### config.mk
export PLATFORM = sky130hd
export DESIGN_NAME = lsu
export DESIGN_NICKNAME = d
export VERILOG_FILES = /design/src/rtl/lsu.sv
export SDC_FILE = /design/constraint.sdc
export NUM_CORES = 1
export LEC_CHECK = 0
export BUFFER_PORTS_ARGS = -buffer_cell sky130_fd_sc_hd__buf_2
export CORE_ASPECT_RATIO = 2
export CORE_MARGIN = 2
export CORE_UTILIZATION = 53
export CTS_CLUSTER_DIAMETER = 100
export DETAILED_ROUTE_END_ITERATION = 6
export PLACE_DENSITY_LB_ADDON = 0.05
export SLEW_MARGIN = 20
export SYNTH_ARGS = -nofsm -noshare
export SYNTH_HDL_FRONTEND = slang
export SYNTH_SLANG_ARGS = --single-unit
export TNS_END_PERCENT = 10
### constraint.sdc
create_clock -name clk -period 4.1 [get_ports clk]
set_input_delay 0 -clock clk [delete_from_list [all_inputs] [get_ports clk]]
set_output_delay 0 -clock clk [all_outputs]
set_load 0.05 [all_outputs]
### src/rtl/lsu.sv
// Load/store unit: turns single RV32I MEM-stage requests into word accesses
// on a registered-read data memory. Sub-word stores are read-modify-write.
module lsu (
  input  logic        clk,
  input  logic        rst_n,
  input  logic        req_valid,
  output logic        req_ready,
  input  logic        req_we,
  input  logic [2:0]  req_funct3,
  input  logic [31:0] req_addr,
  input  logic [31:0] req_wdata,
  output logic        resp_valid,
  output logic [31:0] resp_rdata,
  output logic        resp_err,
  output logic        mem_write_en,
  output logic [31:0] mem_addr,
  output logic [31:0] mem_write_data,
  input  logic [31:0] mem_read_data
);

  typedef enum logic [2:0] {
    IDLE    = 3'd0,
    RD_ADDR = 3'd1,
    RD_CAP  = 3'd2,
    WR      = 3'd3,
    RESP    = 3'd4
  } state_t;

  state_t      r_state;
  state_t      w_next;

  logic        r_we;
  logic [2:0]  r_funct3;
  logic [1:0]  r_lane;
  logic [15:0] r_wdata;
  logic        r_err;
  logic [31:0] r_rdata;
  logic [31:0] r_maddr;
  logic [31:0] r_wr_data;

  logic        w_req_err;
  logic [7:0]  w_byte;
  logic [15:0] w_half;
  logic [31:0] w_load;
  logic [31:0] w_merge;

  // Classify an incoming request as illegal (bad funct3 or misaligned)
  always_comb begin
    w_req_err = 1'b0;
    if (req_we) begin
      if (req_funct3[2] || (req_funct3[1:0] == 2'b11)) w_req_err = 1'b1;
    end else begin
      if ((req_funct3 == 3'b011) || (req_funct3[2:1] == 2'b11)) w_req_err = 1'b1;
    end
    if ((req_funct3[1:0] == 2'b01) && req_addr[0]) w_req_err = 1'b1;
    if ((req_funct3[1:0] == 2'b10) && (req_addr[1:0] != 2'b00)) w_req_err = 1'b1;
  end

  // Lane extraction/extension for loads and lane merge for sub-word stores
  always_comb begin
    case (r_lane)
      2'd0:    w_byte = mem_read_data[7:0];
      2'd1:    w_byte = mem_read_data[15:8];
      2'd2:    w_byte = mem_read_data[23:16];
      default: w_byte = mem_read_data[31:24];
    endcase
    w_half = r_lane[1] ? mem_read_data[31:16] : mem_read_data[15:0];

    case (r_funct3)
      3'b000:  w_load = {{24{w_byte[7]}}, w_byte};
      3'b001:  w_load = {{16{w_half[15]}}, w_half};
      3'b010:  w_load = mem_read_data;
      3'b100:  w_load = {24'h000000, w_byte};
      3'b101:  w_load = {16'h0000, w_half};
      default: w_load = '0;
    endcase

    w_merge = mem_read_data;
    if (r_funct3[1:0] == 2'b00) begin
      case (r_lane)
        2'd0:    w_merge[7:0]   = r_wdata[7:0];
        2'd1:    w_merge[15:8]  = r_wdata[7:0];
        2'd2:    w_merge[23:16] = r_wdata[7:0];
        default: w_merge[31:24] = r_wdata[7:0];
      endcase
    end else if (r_funct3[1:0] == 2'b01) begin
      if (r_lane[1]) w_merge[31:16] = r_wdata;
      else           w_merge[15:0]  = r_wdata;
    end
  end

  // State register
  always_ff @(posedge clk) begin
    if (!rst_n) r_state <= IDLE;
    else        r_state <= w_next;
  end

  // Next-state and strobe decode; the write strobe is also gated by rst_n so
  // a reset landing in WR aborts the store in the same cycle
  always_comb begin
    w_next       = r_state;
    req_ready    = 1'b0;
    resp_valid   = 1'b0;
    mem_write_en = 1'b0;
    case (r_state)
      IDLE: begin
        req_ready = 1'b1;
        if (req_valid) begin
          if (w_req_err)                            w_next = RESP;
          else if (req_we && req_funct3 == 3'b010)  w_next = WR;
          else                                      w_next = RD_ADDR;
        end
      end
      RD_ADDR: w_next = RD_CAP;
      RD_CAP:  w_next = r_we ? WR : RESP;
      WR: begin
        mem_write_en = rst_n;
        w_next       = RESP;
      end
      RESP: begin
        resp_valid = 1'b1;
        w_next     = IDLE;
      end
      default: w_next = IDLE;
    endcase
  end

  // Request capture on accept, load/merge capture in RD_CAP
  always_ff @(posedge clk) begin
    if (!rst_n) begin
      r_we      <= 1'b0;
      r_funct3  <= '0;
      r_lane    <= '0;
      r_wdata   <= '0;
      r_err     <= 1'b0;
      r_rdata   <= '0;
      r_maddr   <= '0;
      r_wr_data <= '0;
    end else begin
      case (r_state)
        IDLE: begin
          if (req_valid) begin
            r_we      <= req_we;
            r_funct3  <= req_funct3;
            r_lane    <= req_addr[1:0];
            r_wdata   <= req_wdata[15:0];
            r_err     <= w_req_err;
            r_rdata   <= '0;
            r_maddr   <= {req_addr[31:2], 2'b00};
            r_wr_data <= req_wdata;
          end
        end
        RD_CAP: begin
          if (r_we) r_wr_data <= w_merge;
          else      r_rdata   <= w_load;
        end
        default: ;
      endcase
    end
  end

  assign resp_rdata     = r_rdata;
  assign resp_err       = r_err;
  assign mem_addr       = r_maddr;
  assign mem_write_data = r_wr_data;

endmodule

Word level (Yosys, flattened, before mapping). Cells that the tools add are included.

Memory bits (read-only): 0. Latch bits: 0. RAM bits: 0. Output and inout bits: 100. Bits in registers: 120. Memories: 0.

Shift operators: 0. Eq/ne operators: 20. Divide/modulo/power cells: 0. Reductions and logical operators: 15. Bitwise gates (word level): 0. Mux-type cells: 30. $lt $le $gt $ge: 0. Add/subtract/negate cells: 0. Multipliers: 0.

Operator list (number): 2-to-1 mux 32 bit (6); case mux 32 bit (5 select lines) (1); case mux 32 bit (2 select lines) (2); 2-to-1 mux 16 bit (3); 2-to-1 mux 8 bit (4); case mux 8 bit (3 select lines) (1); equality test 3 x 2 -> 1 bit, second input constant (5); case mux 3 bit (4 select lines) (1); equality test 3 bit, second input constant (3); 2-to-1 mux 3 bit (3); equality test 2 bit, second input constant (4); 2-to-1 mux 1 bit (8); equality test 2 x 1 -> 1 bit, second input constant (3); equality test 3 x 1 -> 1 bit, second input constant (2); zero test 3 bit (2); inequality test 2 bit, second input constant (3); AND reduction 3 bit (2); zero test 2 bit (2); nonzero test 2 bit (2); logical AND 1 bit (3); OR reduction 3 bit (1); logical OR 1 bit (2); 2-to-1 mux 2 bit (1); AND reduction 2 bit (1).

Logic depth before layout (Yosys ltp). Gate-level depths: netlist of the first run.

Depth in word-level cells: 9. Mapped depth: 7.

Least setup slack after synthesis of the first run. OpenSTA, ideal clock, no wires.

Path type: reg2reg. From: register r_state[1]. To: register r_maddr[10] (netlist: mem_addr[10]). Library setup time: 0.123 ns. Clock period less this slack: 2.013 ns. Cell stages (with the launch flop): 7. Arrival: 1.891 ns. Slack: 2.087 ns. Path through: dfxtp_1 buf_2 nor3_2 nand2_1 clkbuf_1 nand2_1 a21boi_0.

Word-level cells in the longest chain between the ends: 2.

RTL lines: start: declaration (line 29) `state_t r_state;`; start signal: assignment (line 95) `else r_state <= w_next;`; zero test 3 bit (line 140) `case (r_state)`; AND reduction 2 bit (no line); end signal: assignment (line 149) `r_maddr <= {req_addr[31:2], 2'b00};`; end: declaration (line 38) `logic [31:0] r_maddr;`.

No other way between the ends. A chain may end at the register's enable or synchronous reset.

Worst setup path after layout of the first run.
From: register r_lane[1]. To: register r_wr_data[31] (netlist: mem_write_data[31]).

Word-level cells in the longest chain between the ends: 6. Elaborated cells between the ends (all ways): 10. Classes of those cells: eq/ne (2); mux (6); reduce/logical (2).

RTL lines: start: declaration (line 34) `logic [1:0] r_lane;`; start signal: assignment (line 145) `r_lane <= req_addr[1:0];`; equality test 2 bit, or another cell as far along (line 80) `case (r_lane)`; OR reduction 3 bit (no line); 2-to-1 mux 8 bit (line 80); 2-to-1 mux 32 bit * (line 79) `if (r_funct3[1:0] == 2'b00) begin`; 2-to-1 mux 32 bit * (line 154) `if (r_we) r_wr_data <= w_merge;`; case mux 32 bit (2 select lines) * (line 140); end signal: assignment (line 150) `r_wr_data <= req_wdata;`; end signal: assignment (line 154); end: declaration (line 39) `logic [31:0] r_wr_data;`.

Every way passes the cells marked *; elsewhere a longest branch is shown, timed or not. The select of a mux whose other input is x is not followed.

==> out/results.txt, run 1 <==
CP endpoint kind -> flip-flop
Pre-antenna DRT Iters -> 6
status -> finished, final reports clean
overall via count from detail_route -> 6095
Pleak -> 0.003563 uW
FF-to-FF path depth -> 4
RSZ-0062 raised after global routing -> no
first-pass GRT wire length -> 28750 um
Slew @ Worst Pin -> 1092 ps
# Max-Cap Violations -> 0
largest net degree at the start of global routing -> 60
post-route setup slack -> 1588 ps
pwr dens -> 431.8 nW/um2
clock slew at reported path FFs -> 60 ps
Tmin final -> 2512 ps
die height -> 147.6 um
Setup Crit Path Kind -> reg2reg
initial antenna violation count -> 0
Slew Limit Fails -> 0
CP max stage delay -> 760 ps
GR Overflow Total -> 0
Critical-path top delay cell -> dfxtp_1
Switch Pwr -> 1083 uW
critical path endpoint -> mem_write_data[31]
cell internal pwr -> 2370 uW
Period Utilization, post-route -> 0.6127
root buffer cell -> clkbuf_16
Worst R2R Start -> r_lane[1]
count of state elements after synthesis -> 120
Synth Instances -> 637
maximum fanout along the worst path -> 19
commonest non-fill, non-tap cells in the layout -> buf_2 (200), nand2_1 (151), dfxtp_1 (120)
I/O pin count -> 203
clock sinks -> 120
HP Class -> in2reg
commonest non-fill, non-tap cell in the layout -> buf_2
remaining antenna violation count -> 0
wire per inst -> 17.66 um
Post-CTS Setup Bufs -> 0
maximum clock rate -> 398.1 MHz
number of port buffers -> 200
Placed Area -> 6421 um2
reg2reg end -> mem_write_data[31]
Final #Nets -> 1004
GR Util All Layers -> 0.3367
Logic pwr share -> 0.204
Max-slew headroom -> 0.2679
TritonCTS clock tree -> done
full die area -> 11190 um2
Total Power -> 3453 uW
vias in the first global route -> 6046
type of origin of the critical path -> flip-flop
final hold slack -> 32.53 ps
Critical Path, Cell by Cell -> nor2b_2, nor2b_1, o211ai_1, a31oi_1
# diodes -> 0
num rows -> 52
VDD IR max -> 0.3209 mV
area grow syn2layout -> 46.35%
Mean Syn Cell Area -> 8.578 um2
CTS Buf Count -> 17
Switching Fraction -> 0.3136
Post-DP HPWL -> 12010 um
DP Worst Slack -> 1611 ps
share of cells above drive strength 1 -> 0.2856
launch point of the worst path -> r_lane[1]
skew final -> 9.578 ps
number of enable flip-flop cells after synthesis -> 0
drt drc -> 0
Design Area, Final -> 7996 um2
TNS Setup -> 0 ps
Required @ worst endpoint -> 4440 ps
CTS max path bufs -> 2
CTS Hold Bufs -> 99
Clk Latency, worst-skew pair -> 420 ps
post-synthesis sequential area ratio -> 0.4397
routability cong. -> 0.8987
cell area after synthesis -> 5464 um2
Async S/R FF share, synth -> 0
top_reg_cell synth -> dfxtp_1
Placeable Area -> 10080 um2
final hold vios -> 0
DRT Wirelength -> 18530 um
1st-iter DRT viols -> 436
crit path DAT -> 2860 ps
Final setup viols -> 0
worst reg-to-reg setup slack -> 1590 ps
Ys Warns -> 0
initial core utilization -> 0.5418
Die Width -> 75.80 um
count of different cell masters after synthesis -> 45
register share of total power -> 0.375
DR vias/cell -> 5.810
post-CTS sizing -> 0
Clk pwr share -> 0.421
H-tree levels -> 4
==> per-layer routing <==
metal / vias up / GRT usage / wire length, um
met5: - / 0 / 0
met2: 334 / 0.5677 / 9642
li1: 2842 / - / -
met3: 101 / 0.08112 / 1186
met4: 0 / 0.2246 / 1230
met1: 2818 / 0.3514 / 6469
==> worst min path at each step <==
stage,cells after the start,to,from
global placement,3,mem_addr[17],req_addr[17]
global route,4,resp_rdata[9],mem_read_data[9]
floorplan,2,r_wdata[10],req_wdata[10]
detailed placement,3,mem_addr[12],req_addr[12]
finish,3,mem_write_data[8],mem_read_data[8]
CTS,4,resp_rdata[8],mem_read_data[8]
==> kinds of logic after synthesis <==
logic type / Yosys count / synth area share
compound gates: 222 / 0.2959
buf+inv: 61 / 0.04900
flops: 120 / 0.4397
mux: 13 / 0.02817
other cells: 1 / 0.0006863
simple gates: 220 / 0.1866
==> registers in the layout (all words and copies together), names as in the netlist <==
signal          cells
mem_addr           30
mem_write_data     32
r_funct3            3
r_lane              2
r_state             3
r_wdata            16
r_we                1
resp_err            1
resp_rdata         32
==> power by group through the flow <==
| stage | combinational [uW] | clock [uW] | sequential [uW] |
|---|---|---|---|
| after floorplan | 265 | 0 | 1480 |
| after global placement | 607 | 0 | 1310 |
| after detailed placement | 616 | 0 | 1320 |
| after CTS | 690 | 1470 | 1290 |
| after global routing | 754 | 1510 | 1300 |
| final | 704 | 1450 | 1300 |
==> critical path, delay by kind of cell, from the launching register on <==
kind             cells  cell delay [ps]
flip-flops           1              760
AND/OR/NAND/NOR      2             1200
AO/OA/AOI/OAI        2              480
==> per-stage QoR <==
stage	instances	util
floorplan	638	-
global placement	918	0.6367
detailed placement	918	0.6367
CTS	1049	0.7923
global route	1049	0.7929
finish	1049	0.7929
==> synthesized netlist by cell type, drive strengths merged (9+ instances only) <==
library cell	n	area, um2
a211oi	16	120.1
a21boi	54	405.4
a221o	16	160.2
a22o	9	78.83
a31oi	16	100.1
and3	17	106.4
buf	21	116.4
clkbuf	38	143.9
dfxtp	120	2402
mux2	9	101.4
nand2	154	580.6
nor2b	14	92.59
nor3b	9	67.56
o211ai	32	240.2
o21ai	36	180.2
o22ai	16	100.1
==> area by class of cell <==
type / instances / area (um2)
Tap cell: 135 / 168.9
Clock inverter: 15 / 152.6
Clock buffer: 17 / 425.4
Multi-Input combinational cell: 457 / 2818
Sequential cell: 120 / 2402
Fill cell: 677 / 2088
Timing Repair Buffer: 303 / 2022
Inverter: 2 / 7.507
(Power assumes the default switching activity.)
==> inputs of run 2 (changes only) <==
- CORE_UTILIZATION: 53 -> 45
- clock period: 4.1 -> 2.1 ns (I/O delays scaled with it)
==> out/results.txt, run 2 (same netlist as run 1, synthesis figures left out) <==
CTS max path bufs -> 2
area grow syn2layout -> 47.81%
Final setup viols -> 0
DR vias/cell -> 5.469
Final #Nets -> 1017
# Max-Cap Violations -> 0
commonest non-fill, non-tap cell in the layout -> buf_2
clock slew at reported path FFs -> 50 ps
die height -> 159.8 um
Tmin final -> 1947 ps
wire per inst -> 17.27 um
GR Overflow Total -> 0
CP max stage delay -> 710 ps
skew final -> 8.304 ps
Die Width -> 81.92 um
drt drc -> 0
Post-DP HPWL -> 12460 um
largest net degree at the start of global routing -> 65
TNS Setup -> 0 ps
Max-slew headroom -> 0.3800
Pre-antenna DRT Iters -> 6
maximum clock rate -> 513.6 MHz
CTS Buf Count -> 17
GR Util All Layers -> 0.2852
Period Utilization, post-route -> 0.9271
CP endpoint kind -> flip-flop
worst path bufs/invs -> 0
clock sinks -> 120
RSZ-0062 raised after global routing -> no
final hold vios -> 0
pwr dens -> 811.3 nW/um2
Slew @ Worst Pin -> 923.0 ps
Switching Fraction -> 0.3092
overall via count from detail_route -> 5868
first-pass GRT wire length -> 28790 um
cell internal pwr -> 4527 uW
vias in the first global route -> 5682
DRT Wirelength -> 18540 um
status -> finished, final reports clean
num rows -> 57
final cell count without fillers -> 1073
routability cong. -> 0.8580
I/O pin count -> 203
CP top delay family -> simple AND/OR/NAND/NOR gates
H-tree levels -> 4
1st-iter DRT viols -> 389
final hold slack -> 28.69 ps
share of cells above drive strength 1 -> 0.2927
initial antenna violation count -> 0
Setup Crit Path Kind -> reg2reg
full die area -> 13090 um2
Logic pwr share -> 0.215
# diodes -> 0
HP Class -> in2reg
Reg area -> 2402 um2
area of the multi-input gates -> 2811 um2
Switch Pwr -> 2026 uW
Critical-path top delay cell -> nor4_4
Critical Path, Cell by Cell -> nor2b_2, or3b_4, nor4_4, a221o_1
Placeable Area -> 11980 um2
Clk Latency, worst-skew pair -> 410 ps
TritonCTS clock tree -> done
Required @ worst endpoint -> 2440 ps
commonest non-fill, non-tap cells in the layout -> buf_2 (200), nand2_1 (152), dfxtp_1 (120)
initial core utilization -> 0.4560
Clk pwr share -> 0.401
Filler Cell Count -> 1038
Pleak -> 0.003611 uW
placed cells -> 947
Post-CTS Setup Bufs -> 0
register share of total power -> 0.383
type of origin of the critical path -> flip-flop
Slew Limit Fails -> 0
crit path DAT -> 2290 ps
remaining antenna violation count -> 0
number of port buffers -> 200
VDD IR max -> 0.6579 mV
root buffer cell -> clkbuf_16
maximum fanout along the worst path -> 16
run 2: cell types whose count changed in the layout (fill, tap and decap cells not counted), sizes merged:
cell | previous run | this run
buf | 204 | 221
bufinv | 2 | 0
clkbuf | 17 | 24
clkinv | 9 | 3
clkinvlp | 2 | 4
dlygate4sd3 | 99 | 95
inv | 4 | 2
run 2: cell type report:
type                    count  share of cell area
multi-input cells         457              0.3481
flip-flops and latches    120              0.2974
repair buffers            316              0.2643
clock buffers              24             0.06088
well taps                 147             0.02277
clock inverters             7            0.005577
inverters                   2           0.0009295
run 2: what timing repair did:
action / CTS / global route
hold buffers: 95 / 0
endpoints found under the hold margin: 111 / 0
gates resized for setup: 0 / 0
run 2: power by group through the flow:
stage	combinational [uW]	clock, uW	sequential, uW
after global placement	1250	0	2560
final	1410	2630	2510
after global routing	1520	2780	2530
after CTS	1400	2690	2510
after floorplan	517	0	2890
after detailed placement	1250	0	2560
run 2: metrics by stage:
stage                     power, uW    util  worst slack (ps)  instance area [um2]
after global routing           6827  0.6741             38.70                 8077
after CTS                      6593  0.6741             135.6                 8077
after global placement         3801  0.5499             205.2                 6589
after floorplan                3411       -             86.94                 5468
final                          6553  0.6741             153.1                 8077
after detailed placement       3811  0.5499             140.5                 6589
run 2: tightest hold or removal path, delay by kind of cell:
kind                   cells  cell delay, ps
and+or+nand+nor            1              70
AOI/OAI and AO/OA          2             200
buffers and inverters      1             140
run 2: path summary, 6_finish.rpt:
kind | from | end | slack, ps | depth (start not counted)
worst max-delay path | r_state[2] | resp_rdata[25] | 150 | 4
worst min-delay path | mem_read_data[11] | resp_rdata[11] | 30 | 4
worst max register to register | r_state[2] | resp_rdata[25] | 150 | 4
worst min register to register | r_wdata[10] | r_wdata[10] | 450 | 2
run 2: metal layers:
layer | GRT usage | up-vias | part of all wire
met1 | 0.3515 | 2708 | 0.40
met3 | 0.06441 | 40 | 0.065
met4 | 0.1083 | 0 | 0.026
met5 | 0 | - | 0
li1 | - | 2871 | -
met2 | 0.4730 | 249 | 0.51
